`config.mk`:
```
export PLATFORM = sky130hd
export DESIGN_NAME = spi_master
export DESIGN_NICKNAME = d
export VERILOG_FILES = /design/src/rtl/spi_master.sv
export SDC_FILE = /design/constraint.sdc
export NUM_CORES = 1
export LEC_CHECK = 0
export CORE_MARGIN = 2
export CORE_UTILIZATION = 40
export DETAILED_ROUTE_END_ITERATION = 8
export GPL_TIMING_DRIVEN = 0
export PLACE_DENSITY = 0.75
export SLEW_MARGIN = 20
export SYNTH_ARGS = -nofsm -noshare
export SYNTH_HDL_FRONTEND = slang
export SYNTH_SLANG_ARGS = --single-unit
```
`constraint.sdc`:
```
create_clock -name clk -period 2.15 [get_ports clk]
set_input_delay 0.43 -clock clk [delete_from_list [all_inputs] [get_ports clk]]
set_output_delay 0.43 -clock clk [all_outputs]
set_load 0.02 [all_outputs]
```
`src/rtl/spi_master.sv`:
```
// rtl/spi_master.sv - parametrised full-duplex SPI master with per-transfer mode and bit order
module spi_master #(
  parameter int DATA_W  = 8,
  parameter int CLK_DIV = 4,
  parameter int NUM_CS  = 1,
  parameter int CS_W    = (NUM_CS > 1) ? $clog2(NUM_CS) : 1
) (
  input  logic              clk,
  input  logic              rst,
  input  logic              tx_valid,
  output logic              tx_ready,
  input  logic [DATA_W-1:0] tx_data,
  input  logic [CS_W-1:0]   cs_sel,
  input  logic              cpol,
  input  logic              cpha,
  input  logic              msb_first,
  output logic              rx_valid,
  output logic [DATA_W-1:0] rx_data,
  output logic              busy,
  output logic              sclk,
  output logic [NUM_CS-1:0] cs_n,
  output logic              mosi,
  input  logic              miso
);

  localparam int DIV_W  = $clog2(CLK_DIV);
  localparam int EDGE_W = $clog2(2 * DATA_W + 1);
  localparam logic [DIV_W-1:0]  DIV_LAST  = DIV_W'(CLK_DIV - 1);
  localparam logic [EDGE_W-1:0] EDGE_LAST = EDGE_W'(2 * DATA_W);

  typedef enum logic [1:0] {IDLE, SETUP, XFER, HOLD} state_t;

  state_t              state;
  logic [DIV_W-1:0]    div_cnt;
  logic [EDGE_W-1:0]   edge_cnt;
  logic [DATA_W-1:0]   tx_shift;
  logic [DATA_W-1:0]   rx_shift;
  logic                cpha_q;
  logic                msb_q;

  logic [DATA_W-1:0]   tx_rev;
  logic [DATA_W-1:0]   tx_load;
  logic [EDGE_W-1:0]   edge_num;
  logic                div_done;
  logic                lead;
  logic                sclk_edge;
  logic                do_drive;
  logic                do_cap;

  // Word is always shifted out from the MSB, so LSB-first requests are loaded bit-reversed
  always_comb begin
    tx_rev = '0;
    for (int i = 0; i < DATA_W; i++) begin
      tx_rev[i] = tx_data[DATA_W-1-i];
    end
    tx_load = msb_first ? tx_data : tx_rev;
  end

  // Edge scheduling: one SCLK edge per divider period during SETUP/XFER; odd edges are leading
  always_comb begin
    edge_num  = edge_cnt + 1'b1;
    lead      = edge_num[0];
    div_done  = (div_cnt == DIV_LAST);
    sclk_edge = div_done && ((state == SETUP) || (state == XFER));
    do_drive  = sclk_edge && (cpha_q ? lead : (!lead && (edge_num != EDGE_LAST)));
    do_cap    = sclk_edge && (cpha_q ? !lead : lead);
  end

  // Transfer FSM with all outputs registered
  always_ff @(posedge clk) begin
    if (rst) begin
      state    <= IDLE;
      tx_ready <= 1'b1;
      busy     <= 1'b0;
      rx_valid <= 1'b0;
      rx_data  <= '0;
      cs_n     <= '1;
      sclk     <= 1'b0;
      mosi     <= 1'b0;
      div_cnt  <= '0;
      edge_cnt <= '0;
      tx_shift <= '0;
      rx_shift <= '0;
      cpha_q   <= 1'b0;
      msb_q    <= 1'b0;
    end else begin
      rx_valid <= 1'b0;
      if (state != IDLE) begin
        div_cnt <= div_done ? '0 : div_cnt + 1'b1;
      end
      if (sclk_edge) begin
        sclk     <= ~sclk;
        edge_cnt <= edge_num;
      end
      if (do_drive) begin
        mosi     <= tx_shift[DATA_W-1];
        tx_shift <= {tx_shift[DATA_W-2:0], 1'b0};
      end
      if (do_cap) begin
        rx_shift <= msb_q ? {rx_shift[DATA_W-2:0], miso} : {miso, rx_shift[DATA_W-1:1]};
      end
      case (state)
        IDLE: begin
          if (tx_valid) begin
            state    <= SETUP;
            tx_ready <= 1'b0;
            busy     <= 1'b1;
            div_cnt  <= '0;
            edge_cnt <= '0;
            cpha_q   <= cpha;
            msb_q    <= msb_first;
            sclk     <= cpol;
            for (int i = 0; i < NUM_CS; i++) begin
              cs_n[i] <= (cs_sel != CS_W'(i));
            end
            if (cpha) begin
              mosi     <= 1'b0;
              tx_shift <= tx_load;
            end else begin
              mosi     <= tx_load[DATA_W-1];
              tx_shift <= {tx_load[DATA_W-2:0], 1'b0};
            end
          end
        end
        SETUP: begin
          if (div_done) state <= XFER;
        end
        XFER: begin
          if (sclk_edge && (edge_num == EDGE_LAST)) state <= HOLD;
        end
        HOLD: begin
          if (div_done) begin
            state    <= IDLE;
            tx_ready <= 1'b1;
            busy     <= 1'b0;
            rx_valid <= 1'b1;
            rx_data  <= rx_shift;
            cs_n     <= '1;
            mosi     <= 1'b0;
          end
        end
        default: state <= IDLE;
      endcase
    end
  end

endmodule

```
-- Yosys cells after proc, flatten, opt, wreduce, memory -nomap -nowiden
Cells that the tools add are included.
- add/subtract/negate cells: 2
- eq/ne operators: 10
- multiplexer cells: 37
- bitwise operators: 2
- reductions and logical operators: 15
- operators by type and width (cell ; number):
    8-bit two-way mux ; 6
    2-bit two-way mux ; 8
    1-bit two-way mux ; 15
    5-bit two-way mux ; 3
    1-bit case mux with 2 select lines ; 4
    2-bit case mux with 4 select lines ; 1
    2-bit equality test, second input constant ; 3
    2-bit inequality test, second input constant ; 3
    5-bit by 1-bit adder with 5-bit output, second input constant ; 1
    5-bit equality test, second input constant ; 1
    1-bit logical AND ; 5
    5-bit inequality test, second input constant ; 1
    2-bit AND reduction ; 2
    4-bit AND reduction ; 1
    2-bit nonzero test ; 2
    3-bit AND reduction ; 1
    2-bit by 1-bit adder with 2-bit output, second input constant ; 1
    2-bit by 1-bit equality test with 1-bit output, second input constant ; 1
    2-bit zero test ; 1
    2-bit by 1-bit inequality test with 1-bit output, second input constant ; 1
    1-bit NOT ; 2
    2-bit OR reduction ; 1
    1-bit zero test ; 1
    1-bit logical OR ; 1
- flip-flop bits (word level): 41
- input port bits: 16
- output and inout port bits: 14
- word-level logic and storage cells: 80

-- Logic depth before layout (Yosys ltp)
- word-level depth: 8
- mapped depth: 8
- depth with buffers taken out: 7

-- Worst setup path before layout
No wires, ideal clock.
- kind: reg2reg
- start point: register state[0]
- end point: register tx_shift[7]
- setup time: 0.122 ns
- data arrival time: 1.877 ns
- slack: 0.151 ns
- cell stages (with the launch flop): 9
- buffers on the path: 2
- period minus slack after synthesis: 1.999 ns
- path through: dfxtp_1 > inv_1 > ha_1 > and2_1 > clkbuf_1 > and3_4 > and3_4 > buf_6 > a221o_1
- cells in the longest elaborated chain, start to end: 7
- elaborated cells on any way between the ends: 9
- those cells by class: eq/ne (2); mux (3); reduce/logical (4)
- ends and longest elaborated chain (item ; RTL line ; RTL):
    from (decl) ; 33 ; state_t state;
    from (signal assigned) ; 72 ; state <= IDLE;
    from (signal assigned) ; 105 ; state <= SETUP;
    from (signal assigned) ; 126 ; if (div_done) state <= XFER;
    2-bit by 1-bit equality test with 1-bit output / 2-bit equality test (equally long branches) ; 64 ; sclk_edge = div_done && ((state == SETUP) || (state == XFER));
    1-bit logical OR ; 64 ;
    1-bit logical AND ; 64 ;
    1-bit logical AND ; 65 ; do_drive = sclk_edge && (cpha_q ? lead : (!lead && (edge_num != EDGE_LAST)));
    8-bit two-way mux ; 95 ; if (do_drive) begin
    8-bit two-way mux ; 104 ; if (tx_valid) begin
    8-bit two-way mux (*) ; 102 ; case (state)
    to (signal assigned) ; 97 ; tx_shift <= {tx_shift[DATA_W-2:0], 1'b0};
    to (signal assigned) ; 118 ; tx_shift <= tx_load;
    to (signal assigned) ; 121 ; tx_shift <= {tx_load[DATA_W-2:0], 1'b0};
    to (decl) ; 36 ; logic [DATA_W-1:0] tx_shift;
Every way passes the cells marked *; elsewhere a longest branch is shown, timed or not.
A chain may end at the register's enable or synchronous reset.

-- Worst setup path after layout
- start point: register state[0]
- end point: register tx_shift[6]
Same word-level chain as after synthesis.

==> impl_metrics.ini <==
[placed_design]
place_ws_ps = -7.56
gp_congestion = 0.816
io_buffers = 27
place_hpwl_mm = 3.36

[cts]
cts_max_level = 2
cts_setup_buffers = 0
tritoncts = yes
ctsHoldBuffers = 0
cts_buffer_depth = 2
clock-root-buffer = clkbuf_8
cts_sinks = 41
cts_buffers = 5
worstSkewPairLatency_ps = 300
clkTransAtPathRegs_ps = 90

[logic_synthesis]
synth_edf_count = 0
synth_cells = 241
dominantRegCellSynth = dfxtp_1
seq_area_frac_synth_pct = 37.9
ys_types = 43
syn_nets = 263
syn_avg_cell_area_um2 = 8.99
synth_area_um2 = 2170
synth-warning-count = 0
synth_seq_cells = 41
async_flop_share_pct = 0

[global_routing]
antenna_found_initial = 0
gr-total-overflow = 0
grt_pass1_vias = 1803
grt_max_degree = 15
grt_pass1_wl_mm = 8.39
grt_use_total_pct = 17.0

[sta]
min_period_over_period_pct = 92.7
worstMarginPinSlew_ps = 615
min_period_ps = 1990
hold_viol = 0
skew_ps = 14.7
fmax_mhz = 502
fin_ws_ps = 157
slew_viol_final = 0
rsz0062_at_grt = false
final-setup-viol-count = 0
maxSlewHeadroom_pct = 59.0

[floorplan]
io_pins = 30
die-height_um = 77.6
core_area_um2 = 5170
start_util_pct = 41.9
row_count = 26
die_area_um2 = 6020
die_w_um = 77.6

[drt]
first_iter_violations = 153
vias = 1847
wl_per_cell_um = 13.7
ant_nets = 0
route.detailed.drc = 0
routed_wirelength_mm = 4.71
drt-pass1-iter-count = 4
viasPerCell = 5.35

[layout]
mostFrequentLayoutCells = 41 x dfxtp_1, 28 x nand2_1, 27 x clkdlybuf4s50_1, 22 x nor2_1, 20 x a21oi_1
fillers = 463
register_area_um2 = 821
syn_to_final_growth_pct = 23.2
post-route-util_pct = 51.6
drive_above_1_share_pct = 10.9
layout_commonest_cell = dfxtp_1
diodes = 0
fin_nets = 296
multiInputGateArea_um2 = 1280

[worst_setup_path]
endpoint_kind = register
critPathKind = register to register
critPathMaxFanout = 8
arrival_ps = 2180
start_kind = register
crit_required_ps = 2340

[job]
maxCapViolCount = 0

[worst_hold_path]
hold_path_class = register to register

[power]
ir_drop_mv = 0.526
power_density_nw_per_um2 = 871
power.leakage_nw = 0.911

[run_status]
status = finished clean
[power breakdown]
part / internal (mW) / total [mW] / switching [mW]
clock network: 0.468 / 0.757 / 0.289
registers: 0.850 / 0.930 / 0.0802
logic: 0.286 / 0.637 / 0.351
[metrics by stage]
| stage | TNS, ps | cells | hold WS [ps] | cell area [µm²] | power [mW] |
|---|---|---|---|---|---|
| floorplan | 0 | 241 | 456 | 2170 | 1.38 |
| global placement | 0 | 338 | 444 | 2520 | 1.55 |
| detailed placement | -37.4 | 338 | 447 | 2520 | 1.56 |
| CTS | 0 | 345 | 460 | 2660 | 2.32 |
| global route | 0 | 345 | 488 | 2670 | 2.47 |
| finish | 0 | 345 | 458 | 2670 | 2.32 |
[state kept, by name, summed over array words and instances, names as in the netlist, 2 cells and up]
signal / count
state: 2
div_cnt: 2
rx_data: 8
rx_shift: 8
edge_cnt: 5
tx_shift: 8
[cell usage after synthesis, types with 4 or more instances]
library cell	count	area share (%)
dfxtp_1	41	38
nand2_1	28	4.9
nor2_1	23	4.0
a21oi_1	20	4.6
mux2i_1	18	8.3
o21ai_0	12	2.8
nand3_1	11	2.5
a211oi_1	9	3.1
clkbuf_1	9	1.6
a221o_1	6	2.8
ha_1	6	3.5
mux4_2	6	6.2
xor2_1	5	2.0
buf_2	4	0.92
inv_1	4	0.69
[logic make-up (layout without fill, tap and decap cells)]
group                      after synthesis  count (layout)  share of synthesized area, %
xor gates and xnor gates                 7               7                          2.83
buffers and inverters                   18              52                          3.70
adders and majority gates                6               6                          3.47
and+or+nand+nor                         85              85                          19.2
AOI/OAI and AO/OA                       59              59                          17.9
DFF                                     41              41                          37.9
muxes                                   25              25                          15.1
[worst max-delay path, stage by stage (launching register included)]
cell and delay, ps:
dfxtp_1 390, inv_1 90, ha_2 360, nand2_1 170, nor2_4 320, mux2i_1 220, o21ai_0 90, a221o_1 260
[final timing paths]
check	start	end	slack, ps	cells past startpoint
worst min-delay path	rx_data[6]	rx_data[6]	460	2
worst max-delay path	state[0]	tx_shift[6]	160	7
worst min register to register	rx_data[6]	rx_data[6]	460	2
worst max register to register	state[0]	tx_shift[6]	160	7
[layer usage]
layer  vias up  GRT usage [%]  share of wire, %
met5         -              0                 0
met4         0           6.43               1.3
met3         4           2.79               1.7
met2        16           26.8                48
met1       887           23.3                49
li1        940              -                 -
[what timing repair did]
item,CTS,global route
endpoints found under the setup margin,6,9
cloned,0,0
resized for setup,0,4
[area by class of cell]
type                    count  share of cell area [%]
plain buffers              13                    2.30
clock buffers               5                    2.58
flip-flops and latches     41                    30.8
multi-input cells         182                    47.8
repair buffers             27                    10.1
inverters                   4                   0.563
clock inverters             3                    2.58
well taps                  70                    3.28
Note: power is estimated with default switching activity, not from simulation.
